--- src/rtl/multi_sprite_hit.sv ---
// rtl/multi_sprite_hit.sv - pipelined multi-sprite hit tester for a streamed raster
module multi_sprite_hit #(
  parameter int H_RES       = 640,
  parameter int V_RES       = 480,
  parameter int NUM_SPRITES = 4,
  parameter int SPRITE_W    = 24,
  parameter int SPRITE_H    = 24,
  parameter int COORD_W     = 10,
  parameter int ADDR_W      = 19,
  localparam int IDX_W      = (NUM_SPRITES > 1) ? $clog2(NUM_SPRITES) : 1,
  localparam int OFFX_W     = (SPRITE_W > 1) ? $clog2(SPRITE_W) : 1,
  localparam int OFFY_W     = (SPRITE_H > 1) ? $clog2(SPRITE_H) : 1
) (
  input  logic               m_clk,
  input  logic               reset,
  input  logic               pix_valid,
  input  logic               pix_start,
  input  logic               cfg_we,
  input  logic [IDX_W-1:0]   cfg_idx,
  input  logic [COORD_W-1:0] cfg_x,
  input  logic [COORD_W-1:0] cfg_y,
  input  logic               cfg_en,
  output logic               out_valid,
  output logic               hit,
  output logic [IDX_W-1:0]   hit_idx,
  output logic [OFFX_W-1:0]  off_x,
  output logic [OFFY_W-1:0]  off_y,
  output logic [ADDR_W-1:0]  out_addr
);

  // Raster position of the next pixel to be accepted
  logic [COORD_W-1:0] r_x, r_y;
  logic [ADDR_W-1:0]  r_addr;

  // Pending (shadow) and active sprite configuration
  logic [COORD_W-1:0]   r_pend_x [NUM_SPRITES];
  logic [COORD_W-1:0]   r_pend_y [NUM_SPRITES];
  logic [NUM_SPRITES-1:0] r_pend_en;
  logic [COORD_W-1:0]   r_act_x [NUM_SPRITES];
  logic [COORD_W-1:0]   r_act_y [NUM_SPRITES];
  logic [NUM_SPRITES-1:0] r_act_en;

  // Stage 1 registers
  logic                 r_s1_valid;
  logic [NUM_SPRITES-1:0] r_s1_hit;
  logic [OFFX_W-1:0]    r_s1_dx [NUM_SPRITES];
  logic [OFFY_W-1:0]    r_s1_dy [NUM_SPRITES];
  logic [ADDR_W-1:0]    r_s1_addr;

  // Stage 2 (output) registers
  logic                 r_out_valid;
  logic                 r_out_hit;
  logic [IDX_W-1:0]     r_out_idx;
  logic [OFFX_W-1:0]    r_out_dx;
  logic [OFFY_W-1:0]    r_out_dy;
  logic [ADDR_W-1:0]    r_out_addr;

  logic                 w_commit;
  logic [COORD_W-1:0]   w_px, w_py, w_nx, w_ny;
  logic [ADDR_W-1:0]    w_paddr, w_naddr;
  logic                 w_last_col, w_last_row;

  logic [COORD_W-1:0]   w_pend_x [NUM_SPRITES];
  logic [COORD_W-1:0]   w_pend_y [NUM_SPRITES];
  logic [NUM_SPRITES-1:0] w_pend_en;
  logic [COORD_W-1:0]   w_act_x [NUM_SPRITES];
  logic [COORD_W-1:0]   w_act_y [NUM_SPRITES];
  logic [NUM_SPRITES-1:0] w_act_en;

  logic [NUM_SPRITES-1:0] w_in;
  logic [OFFX_W-1:0]    w_dx [NUM_SPRITES];
  logic [OFFY_W-1:0]    w_dy [NUM_SPRITES];
  logic [COORD_W:0]     w_lo_x, w_hi_x, w_lo_y, w_hi_y;

  logic                 w_enc_hit;
  logic [IDX_W-1:0]     w_enc_idx;
  logic [OFFX_W-1:0]    w_enc_dx;
  logic [OFFY_W-1:0]    w_enc_dy;

  assign w_commit = pix_valid & pix_start;

  // Current pixel coordinate (frame start forces origin) and its raster successor
  always_comb begin
    w_px       = pix_start ? '0 : r_x;
    w_py       = pix_start ? '0 : r_y;
    w_paddr    = pix_start ? '0 : r_addr;
    w_last_col = (w_px == COORD_W'(H_RES - 1));
    w_last_row = (w_py == COORD_W'(V_RES - 1));
    w_nx       = w_last_col ? '0 : w_px + COORD_W'(1);
    w_ny       = w_last_col ? (w_last_row ? '0 : w_py + COORD_W'(1)) : w_py;
    w_naddr    = (w_last_col && w_last_row) ? '0 : w_paddr + ADDR_W'(1);
  end

  // Advance the raster counters on each accepted pixel
  always_ff @(posedge m_clk) begin
    if (reset) begin
      r_x    <= '0;
      r_y    <= '0;
      r_addr <= '0;
    end else if (pix_valid) begin
      r_x    <= w_nx;
      r_y    <= w_ny;
      r_addr <= w_naddr;
    end
  end

  // Post-write pending values, and active values as seen by the current pixel
  always_comb begin
    for (int i = 0; i < NUM_SPRITES; i++) begin
      w_pend_x[i]  = r_pend_x[i];
      w_pend_y[i]  = r_pend_y[i];
      w_pend_en[i] = r_pend_en[i];
      if (cfg_we && (cfg_idx == IDX_W'(i))) begin
        w_pend_x[i]  = cfg_x;
        w_pend_y[i]  = cfg_y;
        w_pend_en[i] = cfg_en;
      end
      w_act_x[i]  = w_commit ? w_pend_x[i]  : r_act_x[i];
      w_act_y[i]  = w_commit ? w_pend_y[i]  : r_act_y[i];
      w_act_en[i] = w_commit ? w_pend_en[i] : r_act_en[i];
    end
  end

  // Hold pending writes and commit them to the active set at frame start
  always_ff @(posedge m_clk) begin
    if (reset) begin
      for (int i = 0; i < NUM_SPRITES; i++) begin
        r_pend_x[i] <= '0;
        r_pend_y[i] <= '0;
        r_act_x[i]  <= '0;
        r_act_y[i]  <= '0;
      end
      r_pend_en <= '0;
      r_act_en  <= '0;
    end else begin
      for (int i = 0; i < NUM_SPRITES; i++) begin
        r_pend_x[i] <= w_pend_x[i];
        r_pend_y[i] <= w_pend_y[i];
        r_act_x[i]  <= w_act_x[i];
        r_act_y[i]  <= w_act_y[i];
      end
      r_pend_en <= w_pend_en;
      r_act_en  <= w_act_en;
    end
  end

  // Per-sprite inclusive bounds test in one extra bit so right/bottom edges clip
  always_comb begin
    w_in   = '0;
    w_lo_x = '0;
    w_hi_x = '0;
    w_lo_y = '0;
    w_hi_y = '0;
    for (int i = 0; i < NUM_SPRITES; i++) begin
      w_lo_x  = {1'b0, w_act_x[i]};
      w_hi_x  = w_lo_x + (COORD_W+1)'(SPRITE_W - 1);
      w_lo_y  = {1'b0, w_act_y[i]};
      w_hi_y  = w_lo_y + (COORD_W+1)'(SPRITE_H - 1);
      w_in[i] = w_act_en[i] &&
                ({1'b0, w_px} >= w_lo_x) && ({1'b0, w_px} <= w_hi_x) &&
                ({1'b0, w_py} >= w_lo_y) && ({1'b0, w_py} <= w_hi_y);
      w_dx[i] = OFFX_W'(w_px - w_act_x[i]);
      w_dy[i] = OFFY_W'(w_py - w_act_y[i]);
    end
  end

  // Stage 1: capture compare bits, offsets and address of the accepted pixel
  always_ff @(posedge m_clk) begin
    if (reset) begin
      r_s1_valid <= 1'b0;
      r_s1_hit   <= '0;
      r_s1_addr  <= '0;
      for (int i = 0; i < NUM_SPRITES; i++) begin
        r_s1_dx[i] <= '0;
        r_s1_dy[i] <= '0;
      end
    end else begin
      r_s1_valid <= pix_valid;
      if (pix_valid) begin
        r_s1_hit  <= w_in;
        r_s1_addr <= w_paddr;
        for (int i = 0; i < NUM_SPRITES; i++) begin
          r_s1_dx[i] <= w_dx[i];
          r_s1_dy[i] <= w_dy[i];
        end
      end
    end
  end

  // Fixed-priority encode: scanning downward leaves the lowest covering index
  always_comb begin
    w_enc_hit = 1'b0;
    w_enc_idx = '0;
    w_enc_dx  = '0;
    w_enc_dy  = '0;
    for (int i = NUM_SPRITES - 1; i >= 0; i--) begin
      if (r_s1_hit[i]) begin
        w_enc_hit = 1'b1;
        w_enc_idx = IDX_W'(i);
        w_enc_dx  = r_s1_dx[i];
        w_enc_dy  = r_s1_dy[i];
      end
    end
  end

  // Stage 2: register the encoded result; data holds while no pixel is reported
  always_ff @(posedge m_clk) begin
    if (reset) begin
      r_out_valid <= 1'b0;
      r_out_hit   <= 1'b0;
      r_out_idx   <= '0;
      r_out_dx    <= '0;
      r_out_dy    <= '0;
      r_out_addr  <= '0;
    end else begin
      r_out_valid <= r_s1_valid;
      if (r_s1_valid) begin
        r_out_hit  <= w_enc_hit;
        r_out_idx  <= w_enc_idx;
        r_out_dx   <= w_enc_dx;
        r_out_dy   <= w_enc_dy;
        r_out_addr <= r_s1_addr;
      end
    end
  end

  assign out_valid = r_out_valid;
  assign hit       = r_out_hit;
  assign hit_idx   = r_out_idx;
  assign off_x     = r_out_dx;
  assign off_y     = r_out_dy;
  assign out_addr  = r_out_addr;

endmodule

--- config.mk ---
export PLATFORM = sky130hd
export DESIGN_NAME = multi_sprite_hit
export DESIGN_NICKNAME = d
export VERILOG_FILES = /design/src/rtl/multi_sprite_hit.sv
export SDC_FILE = /design/constraint.sdc
export NUM_CORES = 1
export LEC_CHECK = 0
export CORE_MARGIN = 3
export CORE_UTILIZATION = 46
export CTS_CLUSTER_SIZE = 24
export DETAILED_ROUTE_END_ITERATION = 7
export SETUP_SLACK_MARGIN = 0.15
export SLEW_MARGIN = 20
export SYNTH_ARGS = -nofsm -noshare
export SYNTH_HDL_FRONTEND = slang
export SYNTH_SLANG_ARGS = --single-unit
--- constraint.sdc ---
create_clock -name m_clk -period 6.1 [get_ports m_clk]
set_input_delay 1.22 -clock m_clk [delete_from_list [all_inputs] [get_ports m_clk]]
set_output_delay 1.22 -clock m_clk [all_outputs]
set_load 0.01 [all_outputs]
==> flow_summary.toml <==
[clocking]
clkTransAtPathRegs_ns = 0.06
clk_path_buf_depth = 3
htree_levels = 2
post_cts_resized = 0
clock_latency_ns = 0.53
cts_tree = "done"
cts.sinks = 304
cts_buffers = 36
post_cts_buffers = 0
hold_buffers = 0
cts_root_buf = "clkbuf_16"

[sta]
period_needed_ns = 5.04
setup_viol = 0
worst_pin_slew_ns = 1.11
hold_viol_final = 0
fin_tns_setup_ns = 0
finClkSkew_ns = 0.0256
finalCritPeriodShare = 0.826
fmax_ghz = 0.198
rsz0062_at_grt = "no"
drv_slew = 0
slew_headroom = 0.260

[synthesis]
yosysTopAreaCellShare = 0.313
syn_inst = 1907
ys_warn_count = 0
synth.largest_area_cell = "dfxtp_1"
netlist_area_mm2 = 0.0169
synth_cell_types = 76
syn_avg_cell_area_um2 = 8.87
ys_seq_area_frac = 0.384
syn-num-nets = 2112
synthArstFlopShare = 0
synth_area_leaders = "dfxtp_1 31%, ha_1 13%, nor2_1 7.7%"
ys_seq_elements = 304
ys.flop_type = "dfxtp_1"
synth_edf_count = 40

[setup_path]
rr_worst_depth = 11
r2r_end = "r_y[3]$_SDFFE_PP0P_"
cp.arrival_ns = 5.47
cp-start-kind = "input port"
r2r_setup_slack_ns = 2.50
critPathKind = "in2reg"
crit_start = "cfg_idx[0]"
cpPeakStageDelay_ns = 0.59
critPathCapture = "r_s1_hit[3]$_SDFFE_PP0P_"
r2r_start = "r_x[1]$_SDFFE_PP0P_"
critPathMaxFanout = 10
path_cells = "clkdlybuf4s50_1 -> nand3_2 -> mux2i_1 -> nor2_1 -> a21oi_1 -> nor2b_1 -> nor4_1 -> xor2_1 -> ha_1 -> nand3_1 -> nor3_1 -> a211o_1 -> a31oi_1 -> or3_1 -> o41a_1 -> o41ai_2"
end_kind = "flip-flop"
worstPathRequired_ns = 6.53
slowest_stage = "clkdlybuf4s50_1"

[layout]
final_common_cell = "nor2_1"
multiInputGateArea_mm2 = 0.00980
layout.nets = 2167
drive_above_1_share = 0.0644
final_cell_mix = "344 x nor2_1, 263 x dfxtp_1, 169 x ha_1"
final-seq-area_mm2 = 0.00649
antennaDiodeCount = 0
fill_cells = 3384
area_growth_pct = 13.9

[global_routing]
antenna_found_initial = 0
grtUsageMet2 = 0.411
grt_usage = 0.235
grt_pass1_wl_um = 73200
grt_use_met3 = 0.0362
top_usage_layer = "met2"
grt_max_degree = 86
grt_pass1_vias = 13400
gr-total-overflow = 0
met1_usage = 0.299

[die]
fp.dieArea_mm2 = 0.0391
placeableCoreArea_mm2 = 0.0359
rows = 69
start_util = 0.471
die_h_um = 198
die_w_um = 198
io_pins = 61

[hold_path]
hp-class = "reg2reg"
hold_start = "r_s1_addr[14]$_SDFFE_PP0P_"

[routing]
drt_iter0_drc = 864
ant_nets = 0
drc_errors = 0
wl_um = 45900
vias = 13700
via_per_inst = 5.59
wl_per_cell_um = 18.7
firstDrtPassIters = 5

[flow_run]
max_cap_violations = 0

[pwr]
peakVddDrop_v = 0.000170
finalPower_uw = 4800
powerDensity_mw_per_mm2 = 249
leakage_uw = 0.00810

[place]
numPortBuffers = 60
gp_congestion = 0.912
dp_hpwl_um = 33000

[outcome]
status = "completed"
==> stage by stage <==
stage	utilization	hold WS, ns	instances	setup slack (ns)	instance area (um^2)
finish	0.536	0.466	2449	1.06	19300
global route	0.536	0.497	2449	0.766	19300
CTS	0.536	0.469	2449	1.09	19300
detailed placement	0.503	0.460	2385	0.574	18000
global placement	0.502	0.449	2385	0.639	18000
floorplan	-	0.431	1907	1.72	16900
==> registers in the layout (all words and copies together) (netlist names), 5 cells and up <==
signal	cells
r_act_x	40
r_act_y	40
r_pend_x	40
r_pend_y	40
r_s1_dx	20
r_s1_dy	20
out_addr	19
r_addr	19
r_s1_addr	19
r_x	10
r_y	10
off_x	5
off_y	5
==> layer usage <==
layer,share of wire,vias up
met5,0,-
li1,-,6795
met3,0.041,86
met2,0.49,258
met1,0.44,6563
met4,0.028,0
==> layout make-up <==
type                            count  share of cell area
Clock buffer                       50              0.0548
Clock inverter                     14             0.00773
Inverter                           65              0.0127
Multi-Input combinational cell   1451               0.509
Sequential cell                   304               0.337
Tap cell                          461              0.0300
Timing Repair Buffer              104              0.0488
==> report_power, final <==
part | total [uW] | internal, uW | leakage (uW) | switching, uW
clock | 2180 | 1300 | 0.000581 | 878
sequential | 2110 | 2090 | 0.00258 | 26.3
combinational | 506 | 193 | 0.00493 | 313
total | 4800 | 3580 | 0.00810 | 1220
==> synthesized netlist by cell type, types with 24 or more instances <==
| cell type | number |
|---|---|
| a21oi_1 | 106 |
| nand2_1 | 137 |
| mux2i_1 | 113 |
| o21a_1 | 51 |
| nor2b_1 | 47 |
| o21ai_0 | 82 |
| nand3_1 | 24 |
| nand2b_1 | 24 |
| a21o_1 | 27 |
| inv_1 | 63 |
| clkbuf_1 | 52 |
| dfxtp_1 | 264 |
| ha_1 | 169 |
| xor2_1 | 39 |
| edfxtp_1 | 40 |
| xnor2_1 | 44 |
| nor2_1 | 345 |
==> worst min-delay path by stage <==
stage	slack, ns	endpoint	cells after the start
after floorplan	0.43	r_x[9]$_SDFFE_PP0P_	2
after global placement	0.45	r_x[9]$_SDFFE_PP0P_	2
after detailed placement	0.46	r_x[9]$_SDFFE_PP0P_	2
after CTS	0.47	r_s1_addr[14]$_SDFFE_PP0P_	2
after global routing	0.50	r_s1_addr[14]$_SDFFE_PP0P_	2
final	0.47	r_s1_addr[14]$_SDFFE_PP0P_	2
==> critical path, delay by kind of cell <==
family                     cells  cell delay [ns]
AOI/OAI and AO/OA              5             1.16
xor gates and xnor gates       1             0.17
adders and majority gates      1             0.31
buffers and inverters          1             0.59
muxes                          1             0.32
and+or+nand+nor                7             1.68
==> kinds of logic after synthesis <==
| kind of cell | Yosys count | synth area share |
|---|---|---|
| AOI/OAI and AO/OA | 394 | 0.152 |
| xor gates and xnor gates | 83 | 0.0430 |
| adders and majority gates | 179 | 0.136 |
| buffers and inverters | 152 | 0.0374 |
| DFF | 304 | 0.384 |
| muxes | 114 | 0.0676 |
| and+or+nand+nor | 681 | 0.181 |
Note: power is estimated with default switching activity, not from simulation.
